===== src/rtl/display_pkg.sv =====
// display_pkg: digit codes, FSM states and active-low segment decode
package display_pkg;
    localparam logic [3:0] DIG_DASH  = 4'hA;
    localparam logic [3:0] DIG_BLANK = 4'hF;

    typedef enum logic [1:0] {IDLE, CONV, COMMIT} state_t;

    function automatic logic [6:0] seg_lut(input logic [3:0] d);
        case (d)
            4'd0:     seg_lut = 7'h40;
            4'd1:     seg_lut = 7'h79;
            4'd2:     seg_lut = 7'h24;
            4'd3:     seg_lut = 7'h30;
            4'd4:     seg_lut = 7'h19;
            4'd5:     seg_lut = 7'h12;
            4'd6:     seg_lut = 7'h02;
            4'd7:     seg_lut = 7'h78;
            4'd8:     seg_lut = 7'h00;
            4'd9:     seg_lut = 7'h10;
            DIG_DASH: seg_lut = 7'h3F;
            default:  seg_lut = 7'h7F;
        endcase
    endfunction
endpackage


===== src/rtl/bcd_dabble.sv =====
// bcd_dabble: serial 14-bit binary to 5-digit BCD, 16 cycles per conversion
module bcd_dabble (
    input  logic        clk,
    input  logic        rst_n,
    input  logic        start_i,
    input  logic [13:0] bin_i,
    output logic        done_o,
    output logic [19:0] bcd_o
);
    logic [13:0] bin_q;
    logic [19:0] bcd_q;
    logic [19:0] adj;
    logic [3:0]  step_q;
    logic        run_q;

    for (genvar g = 0; g < 5; g++) begin : g_adj
        assign adj[4*g +: 4] = bcd_q[4*g +: 4] >= 4'd5 ? bcd_q[4*g +: 4] + 4'd3 : bcd_q[4*g +: 4];
    end

    // The start cycle is the load slot; steps 1..14 shift, step 15 is the store slot.
    always_ff @(posedge clk or negedge rst_n) begin
        if (!rst_n) begin
            run_q  <= 1'b0;
            step_q <= 4'd0;
            bin_q  <= '0;
            bcd_q  <= '0;
        end else if (!run_q) begin
            if (start_i) begin
                run_q  <= 1'b1;
                step_q <= 4'd1;
                bin_q  <= bin_i;
                bcd_q  <= '0;
            end
        end else if (step_q == 4'd15) begin
            run_q <= 1'b0;
        end else begin
            {bcd_q, bin_q} <= {adj, bin_q} << 1;
            step_q         <= step_q + 4'd1;
        end
    end

    assign done_o = run_q && step_q == 4'd15;
    assign bcd_o  = bcd_q;
endmodule


===== src/rtl/display_scan_driver.sv =====
// display_scan_driver: snapshots time/date fields, converts them to BCD and
// scans them onto an 8-digit common-anode 7-segment display.
module display_scan_driver #(
    parameter int SCAN_DIV = 50000,
    parameter int GUARD    = 2
) (
    input  logic        clk,
    input  logic        rst_n,
    input  logic        refresh,
    input  logic        page,
    input  logic [5:0]  sec_bin,
    input  logic [5:0]  min_bin,
    input  logic [4:0]  hour_bin,
    input  logic [4:0]  day_bin,
    input  logic [3:0]  month_bin,
    input  logic [13:0] year_bin,
    output logic [6:0]  seg_n,
    output logic        dp_n,
    output logic [7:0]  an_n,
    output logic        busy,
    output logic        frame_done
);
    import display_pkg::*;

    localparam int PW = $clog2(SCAN_DIV);
    localparam logic [PW-1:0] LAST = PW'(SCAN_DIV - 1);
    localparam logic [PW-1:0] GRD  = PW'(GUARD);

    state_t      state_q, state_d;
    logic [5:0]  sec_q, min_q;
    logic [4:0]  hour_q, day_q;
    logic [3:0]  mon_q;
    logic [13:0] year_q;
    logic        page_q;
    logic [2:0]  field_q;
    logic [39:0] two_q;
    logic [19:0] yr_q;
    logic [31:0] disp_q, disp_d;
    logic [7:0]  dpm_q, dpm_d;
    logic [13:0] fbin;
    logic [19:0] bcd;
    logic [15:0] ydig;
    logic        start, done, accept;
    logic [PW-1:0] presc_q, presc_d;
    logic [2:0]  idx_q, idx_d;
    logic [7:0]  an_d;
    logic [6:0]  seg_d;
    logic        dp_d;

    always_ff @(posedge clk or negedge rst_n) begin
        if (!rst_n) state_q <= IDLE;
        else        state_q <= state_d;
    end

    always_comb begin
        state_d = state_q == IDLE ? (refresh ? CONV : IDLE)
                : state_q == CONV ? (done && field_q == 3'd5 ? COMMIT : CONV)
                : IDLE;
    end

    always_comb begin
        busy       = state_q != IDLE;
        frame_done = state_q == COMMIT;
        start      = state_q == CONV;
        accept     = state_q == IDLE && refresh;
    end

    assign fbin = field_q == 3'd0 ? {8'd0, sec_q}
                : field_q == 3'd1 ? {8'd0, min_q}
                : field_q == 3'd2 ? {9'd0, hour_q}
                : field_q == 3'd3 ? {9'd0, day_q}
                : field_q == 3'd4 ? {10'd0, mon_q}
                : year_q;

    bcd_dabble u_dabble (
        .clk     (clk),
        .rst_n   (rst_n),
        .start_i (start),
        .bin_i   (fbin),
        .done_o  (done),
        .bcd_o   (bcd)
    );

    // A fifth nonzero BCD digit means the year cannot be shown in four digits.
    assign ydig   = |yr_q[19:16] ? {4{DIG_DASH}} : yr_q[15:0];
    assign disp_d = page_q ? {two_q[31:24], two_q[39:32], ydig} : {DIG_BLANK, DIG_BLANK, two_q[23:0]};
    assign dpm_d  = page_q ? 8'b0101_0000 : 8'b0001_0100;

    always_ff @(posedge clk or negedge rst_n) begin
        if (!rst_n) begin
            {sec_q, min_q, hour_q, day_q, mon_q, year_q, page_q} <= '0;
            field_q <= 3'd0;
            two_q   <= '0;
            yr_q    <= '0;
            disp_q  <= {8{DIG_BLANK}};
            dpm_q   <= 8'd0;
        end else begin
            if (accept) begin
                {sec_q, min_q, hour_q, day_q, mon_q, year_q, page_q} <=
                    {sec_bin, min_bin, hour_bin, day_bin, month_bin, year_bin, page};
                field_q <= 3'd0;
            end else if (done) begin
                field_q <= field_q + 3'd1;
            end
            if (done && field_q != 3'd5) two_q[{field_q, 3'b000} +: 8] <= bcd[7:0];
            if (done && field_q == 3'd5) yr_q <= bcd;
            if (frame_done) begin
                disp_q <= disp_d;
                dpm_q  <= dpm_d;
            end
        end
    end

    always_comb begin
        presc_d = presc_q == LAST ? '0 : presc_q + 1'b1;
        idx_d   = presc_q == LAST ? idx_q + 3'd1 : idx_q;
        an_d    = presc_d < GRD ? 8'hFF : ~(8'd1 << idx_d);
        seg_d   = seg_lut(disp_q[{idx_d, 2'b00} +: 4]);
        dp_d    = ~dpm_q[idx_d];
    end

    always_ff @(posedge clk or negedge rst_n) begin
        if (!rst_n) begin
            presc_q <= '0;
            idx_q   <= 3'd0;
            an_n    <= 8'hFF;
            seg_n   <= 7'h7F;
            dp_n    <= 1'b1;
        end else begin
            presc_q <= presc_d;
            idx_q   <= idx_d;
            an_n    <= an_d;
            seg_n   <= seg_d;
            dp_n    <= dp_d;
        end
    end
endmodule


===== config.mk =====
export PLATFORM = sky130hd
export DESIGN_NAME = display_scan_driver
export DESIGN_NICKNAME = d
export VERILOG_FILES = /design/src/rtl/display_pkg.sv /design/src/rtl/bcd_dabble.sv /design/src/rtl/display_scan_driver.sv
export SDC_FILE = /design/constraint.sdc
export NUM_CORES = 1
export LEC_CHECK = 0
export ABC_CLOCK_PERIOD_IN_PS = 5200
export CORE_MARGIN = 3
export CORE_UTILIZATION = 45
export DETAILED_ROUTE_END_ITERATION = 12
export GPL_TIMING_DRIVEN = 0
export PLACE_DENSITY = 0.74
export SLEW_MARGIN = 10
export SYNTH_ARGS = -nofsm -noshare
export SYNTH_HDL_FRONTEND = slang
export SYNTH_SLANG_ARGS = --single-unit
export TNS_END_PERCENT = 30

===== constraint.sdc =====
create_clock -name clk -period 5.2 [get_ports clk]
set_input_delay 1.04 -clock clk [delete_from_list [all_inputs] [get_ports clk]]
set_output_delay 1.04 -clock clk [all_outputs]
set_load 0.01 [all_outputs]

==> flow_summary_export.csv, run 1 <==
group,metric,value,unit
global_routing,grt-ovfl-total,0,
power_and_ir_drop,powerDensity,454.4,nW/um2
final_layout,final_core_util,54.75,%
synth,synth_edf_count,0,
worst_setup_path,slowest_stage,"nor3b_2",
sta,min_period_over_period,68.94,%
clocking,cts_tree,"done",
clocking,clkTransAtPathRegs,0.06,ns
clocking,clock_sinks,215,
synth,synth_top_area_share,40.51,%
route,vias,7243,
global_routing,antenna_found_initial,0,
clocking,root_buffer,"clkbuf_16",
worst_setup_path,worst_ep_arrival_time,3.97,ns
sta,max_freq,278.9,MHz
sta,worst_slack,1.615,ns
floorplan,die_w,157.4,um
floorplan,initial_core_util,46.54,%
synth,synth_top_cell_by_area,"dfrtp_1",
sta,hold_ws,0.3844,ns
worst_setup_path,reg2reg_from,"field_q[0]",
clocking,post_cts_buffers,0,
placement,routabilityCongestion,0.8286,
sta,slew_headroom,37.39,%
synth,synth_flop_cell,"dfrtp_1",
worst_setup_path,path_cells,"clkbuf_1 > inv_1 > ha_1 > ha_1 > clkbuf_1 > nor4b_1 > o21ai_0 > nor3b_2 > mux2_2",
floorplan,die_h,157.4,um
outcome,status,"finished, final reports clean",
worst_setup_path,critical_path_buf_inv_count,3,
global_routing,grt_pass1_wl,36.99,mm
worst_setup_path,crit_type,"reg -> reg",
route,ant_nets,0,
final_layout,fin_area,12130,um2
worst_setup_path,r2r-end,"two_q[19]",
worst_setup_path,worstPathRequired,5.58,ns
sta,hold_viol,0,
synth,synth_cell_types,63,
placement,dp.final_hpwl,15.59,mm
worst_setup_path,cp-start-kind,"flop",
floorplan,fp.dieArea,24770,um2
worst_setup_path,path_delay_family,"simple AND/OR/NAND/NOR gates",
sta,final.min_clock_period,3.585,ns
synth,synth_nets,1004,
clocking,clk_latency,0.51,ns
power_and_ir_drop,peakVddDrop,0.3368,mV
sta,clock-skew-final,0.009908,ns
route,drt-total-wl,22.13,mm
synth,yosys_warnings,0,
final_layout,antennaDiodeCount,0,
worst_setup_path,slowest_delay,0.63,ns
final_layout,final_nets,1092,
power_and_ir_drop,p_leak,5.033,nW
floorplan,placementRows,54,
floorplan,core,22160,um2
worst_setup_path,rr_worst_depth,9,
worst_setup_path,cp-end-kind,"flop",
synth,yosys-top-cells-area,"dfrtp_1, dfstp_2, mux2_2",
sta,tightest_slew,0.9358,ns
worst_setup_path,startpoint,"field_q[0]",
floorplan,io_pins,62,
route,drcViolationCount,0,
final_layout,syn_to_final_growth,17.64,%
sta,rsz0062_at_grt,"false",
power_and_ir_drop,power,5.514,mW
flow_run,maxCapViolCount,0,
placement,place_area,11340,um2
route,dr.pass1.iters,4,
sta,finalSetupViolations,0,
worst_setup_path,ff2ff_setup_slack,1.62,ns
synth,synth_cells,935,
synth,avgSynthCellArea,11.03,um2
clocking,cts_resized,0,
clocking,clk_path_buf_depth,3,
placement,port_buffers,61,
final_layout,final_layout_size_suffix_gt1_share,19.25,%
synth,async_reset_ff_share,100.0,%
clocking,postCtsHoldBufs,0,
clocking,htreeDepth,1,
sta,slew_viol_final,0,
route,routedWlPerCell,16.78,um
min_path,min_path_type,"in -> async",
synth,ys_seq_elements,215,
route,via_per_inst,5.491,
synth,yosysSeqAreaShare,52.74,%
global_routing,grtUsageTotal,18.18,%
worst_setup_path,cp_max_fo,10,
clocking,numCtsBuffers,23,
global_routing,grt_pass1_vias,7446,
synth,synth_area,10310,um2
placement,dp_slack,1.615,ns
global_routing,grt_max_degree,97,
route,drtIter0Drc,275,
## how the worst max path moves through the flow
stage	end	slack [ns]	cells after the start
2_1_floorplan	two_q[35]	2.27	10
3_3_place_gp	mon_q[3]	-5.65	1
3_5_place_dp	two_q[22]	1.61	9
4_1_cts	frame_done	1.60	5
5_1_grt	two_q[23]	1.21	9
6_report	two_q[19]	1.62	9
## sequential cells by signal (all words and copies together), names as in the netlist
name / flops
u_dabble.step_q: 4
year_q: 14
page_q: 1
u_dabble.bin_q: 14
yr_q: 20
hour_q: 5
field_q: 3
two_q: 40
min_q: 6
sec_q: 6
presc_q: 16
mon_q: 4
u_dabble.run_q: 1
day_q: 5
seg_n: 7
disp_q: 32
u_dabble.bcd_o: 20
idx_q: 3
an_n: 8
dpm_q: 3
state_q: 2
dp_n: 1
## metrics by stage
step                      instances  setup TNS (ns)
after CTS                      1319               0
after global routing           1319               0
after detailed placement       1278               0
final                          1319               0
after floorplan                 935               0
after global placement         1276        -1080.10
## cell type report
cell class,instances,area [um2]
fill,1886,10030
sequential,215,5440
multi-input combinational,631,4517
timing repair buffer,63,670.6
clock buffer,34,656.9
tap,280,350.3
buffer,52,214.0
inverter,37,143.9
clock inverter,7,141.4
## per-layer routing
| layer | vias to the layer above | GRT usage (%) | wire length, um |
|---|---|---|---|
| li1 | 3480 | - | - |
| met1 | 3564 | 24.40 | 9883 |
| met2 | 156 | 30.97 | 10730 |
| met3 | 43 | 2.859 | 938 |
| met4 | 0 | 4.752 | 577 |
| met5 | - | 0 | 0 |
## cells by family after synthesis
| family | Yosys count | share of synthesized area, % |
|---|---|---|
| and+or+nand+nor | 248 | 11.79 |
| buffers and inverters | 89 | 3.469 |
| muxes | 135 | 15.85 |
| DFF | 215 | 52.74 |
| xor gates and xnor gates | 26 | 2.280 |
| AOI/OAI and AO/OA | 197 | 10.83 |
| adders and majority gates | 25 | 3.033 |
## power by group
part           total (mW)  leakage [nW]  switching (mW)  internal, mW
combinational        1.47          1.98           0.834         0.634
sequential           2.32          2.66           0.260          2.06
clock                1.73         0.385           0.654          1.07
## synth_stat cells, drive strengths merged (14+ instances only)
cell type	count
dfrtp	167
o21ai	93
mux2	84
nand2	84
nor2	57
dfstp	48
clkbuf	44
a21oi	42
mux2i	38
nand3	35
inv	34
ha	25
a31oi	17
xor2	15
nand2b	14
## cell usage in the layout, fill, tap and decap left out, drive strengths merged, types with 35 or more instances in the layout
cell type	netlist	final
clkdlybuf4s50	0	60
nand2	84	84
a21oi	42	42
dfrtp	167	167
nor2	57	57
mux2	84	84
mux2i	38	38
clkbuf	44	78
dfstp	48	48
o21ai	93	93
nand3	35	35
Power figures use the tool's default switching activity.
==> run 2, diff against run 1 <==
--- a/config.mk
+++ b/config.mk
@@ -5,7 +5,7 @@
 export SDC_FILE = /design/constraint.sdc
 export NUM_CORES = 1
 export LEC_CHECK = 0
-export ABC_CLOCK_PERIOD_IN_PS = 5200
+export ABC_CLOCK_PERIOD_IN_PS = 3500
 export CORE_MARGIN = 3
 export CORE_UTILIZATION = 45
 export DETAILED_ROUTE_END_ITERATION = 12
==> constraint.sdc (replaced) <==
create_clock -name clk -period 3.5 [get_ports clk]
set_input_delay 0.7 -clock clk [delete_from_list [all_inputs] [get_ports clk]]
set_output_delay 0.7 -clock clk [all_outputs]
set_load 0.01 [all_outputs]
==> run 2 against run 1 <==
- critical path depth shrank 4
- routed wire length is 0.24% lower
- die area is the same
- hold slack lost 0.34 ns
- design area up 0.19%
- sequential power up 49%
- sequential share of layout area decreased by 0.083 points
- cell count unchanged
- clock skew rose by 0.00096 ns
- utilization grew 0.10 points
- highest routed layer unchanged
- critical path type is now reg -> out
- total power is 49% higher
- flip-flop and latch count unchanged
==> flow_summary_export.csv, run 2 (synthesized netlist as in run 1, its figures left out) <==
group,metric,value,unit
worst_setup_path,cp-end-kind,"output pin",
global_routing,grt_pass1_vias,7447,
global_routing,grt-ovfl-total,0,
route,dr.pass1.iters,5,
sta,clock-skew-final,0.01087,ns
final_layout,regArea,5440,um2
worst_setup_path,startpoint,"state_q[0]",
global_routing,grt_pass1_wl,37.02,mm
power_and_ir_drop,p_leak,5.049,nW
worst_setup_path,worst_ep_arrival_time,2.52,ns
final_layout,multiInputGateArea,4538,um2
floorplan,die_h,157.4,um
power_and_ir_drop,power,8.209,mW
route,drtIter0Drc,299,
route,routedWlPerCell,16.74,um
sta,slew_viol_final,0,
clocking,clk_latency,0.51,ns
final_layout,final_layout_size_suffix_gt1_share,19.44,%
final_layout,top_regs,"two_q x40, disp_q x32",
final_layout,regMostFlops,"two_q",
clocking,numCtsBuffers,23,
worst_setup_path,cp_max_fo,10,
global_routing,antenna_found_initial,0,
final_layout,stdcell_count,1319,
floorplan,die_w,157.4,um
sta,min_period_over_period,92.13,%
worst_setup_path,reg2reg_from,"presc_q[7]",
sta,max_freq,310.1,MHz
power_and_ir_drop,peakVddDrop,0.5011,mV
final_layout,largest_register_ffs,40,
placement,port_buffers,61,
sta,final.min_clock_period,3.225,ns
route,drt-total-wl,22.08,mm
floorplan,fp.dieArea,24770,um2
route,via_per_inst,5.494,
placement,routabilityCongestion,0.8286,
sta,setup_tns,0,ns
clocking,postCtsHoldBufs,0,
sta,rsz0062_at_grt,"false",
route,vias,7247,
clocking,cts_tree,"done",
clocking,clock_sinks,215,
sta,finalSetupViolations,0,
global_routing,grtUsageTotal,18.19,%
route,drcViolationCount,0,
final_layout,final_nets,1092,
final_layout,antennaDiodeCount,0,
worst_setup_path,cp-start-kind,"flop",
placement,dp_cells,1278,
clocking,htreeDepth,1,
final_layout,final_cell_mix,"dfrtp_1, o21ai_0, nand2_1",
flow_run,maxCapViolCount,0,
worst_setup_path,worstPathRequired,2.80,ns
clocking,root_buffer,"clkbuf_16",
outcome,status,"finished, final reports clean",
floorplan,core,22160,um2
final_layout,mostFrequentLayoutCell,"dfrtp_1",
route,ant_nets,0,
final_layout,num-fill-cells,1886,
sta,hold_ws,0.04446,ns
floorplan,initial_core_util,46.54,%
worst_setup_path,crit_type,"reg -> out",
power_and_ir_drop,powerDensity,675.3,nW/um2
min_path,min_path_type,"in -> async",
clocking,clkTransAtPathRegs,0.06,ns
placement,dp.final_hpwl,15.59,mm
sta,slew_headroom,36.42,%
final_layout,syn_to_final_growth,17.86,%
global_routing,grt_max_degree,97,
floorplan,io_pins,62,
sta,tightest_slew,0.9502,ns
sta,hold_viol,0,
clocking,clk_path_buf_depth,3,
floorplan,placementRows,54,
==> run 2: layer usage <==
metal | share of wire (%) | vias to the layer above | wire (um) | global-route usage (%)
li1 | - | 3482 | - | -
met1 | 45 | 3570 | 9825 | 24.45
met2 | 49 | 149 | 10730 | 30.97
met3 | 4.2 | 46 | 923 | 2.859
met4 | 2.7 | 0 | 601 | 4.752
met5 | 0 | - | 0 | 0
==> run 2: what timing repair did <==
| item | in CTS | in global routing |
|---|---|---|
| setup buffers | 0 | 0 |
| resized for setup | 2 | 3 |
| endpoints found under the setup margin | 10 | 16 |
==> run 2: power breakdown <==
group | total, mW | switching (mW) | internal, mW
Combinational | 2.20 | 1.25 | 0.950
Clock | 2.56 | 0.970 | 1.59
Sequential | 3.45 | 0.386 | 3.06
Total | 8.21 | 2.61 | 5.60
==> run 2: layout make-up <==
| cell class | instances | share of cell area (%) |
|---|---|---|
| well taps | 280 | 2.882 |
| clock inverters | 7 | 1.163 |
| flip-flops and latches | 215 | 44.75 |
| plain buffers | 52 | 1.770 |
| inverters | 37 | 1.184 |
| repair buffers | 63 | 5.517 |
| clock buffers | 34 | 5.403 |
| multi-input cells | 631 | 37.33 |
==> run 2: worst max-delay path, cell delays in order, from the launching register on <==
cell and delay, ns:
dfrtp_1 0.35, nand2b_1 0.15, clkbuf_1 0.37, clkinv_1 0.32, clkbuf_1 0.30, clkdlybuf4s50_1 0.54
==> run 2: stage by stage <==
| step | utilization [%] | setup WS [ns] | instance area [um2] |
|---|---|---|---|
| 6_report | 54.86 | 0.2754 | 12160 |
| 3_5_place_dp | 51.15 | -0.08535 | 11340 |
| 3_3_place_gp | 50.88 | -7.006 | 11280 |
| 2_1_floorplan | - | 0.5676 | 10310 |
| 5_1_grt | 54.86 | 0.02243 | 12160 |
| 4_1_cts | 54.81 | 0.02416 | 12150 |
==> run 2: final timing paths <==
kind	to	slack (ns)	depth (start not counted)
setup / recovery	frame_done	0.28	5
hold / removal	presc_q[8]	0.04	1
setup reg to reg	seg_n[3]	0.32	10
hold reg to reg	dpm_q[4]	0.48	1
max in group asynchronous	mon_q[0]	2.29	3
min in group clk	dpm_q[4]	0.48	1
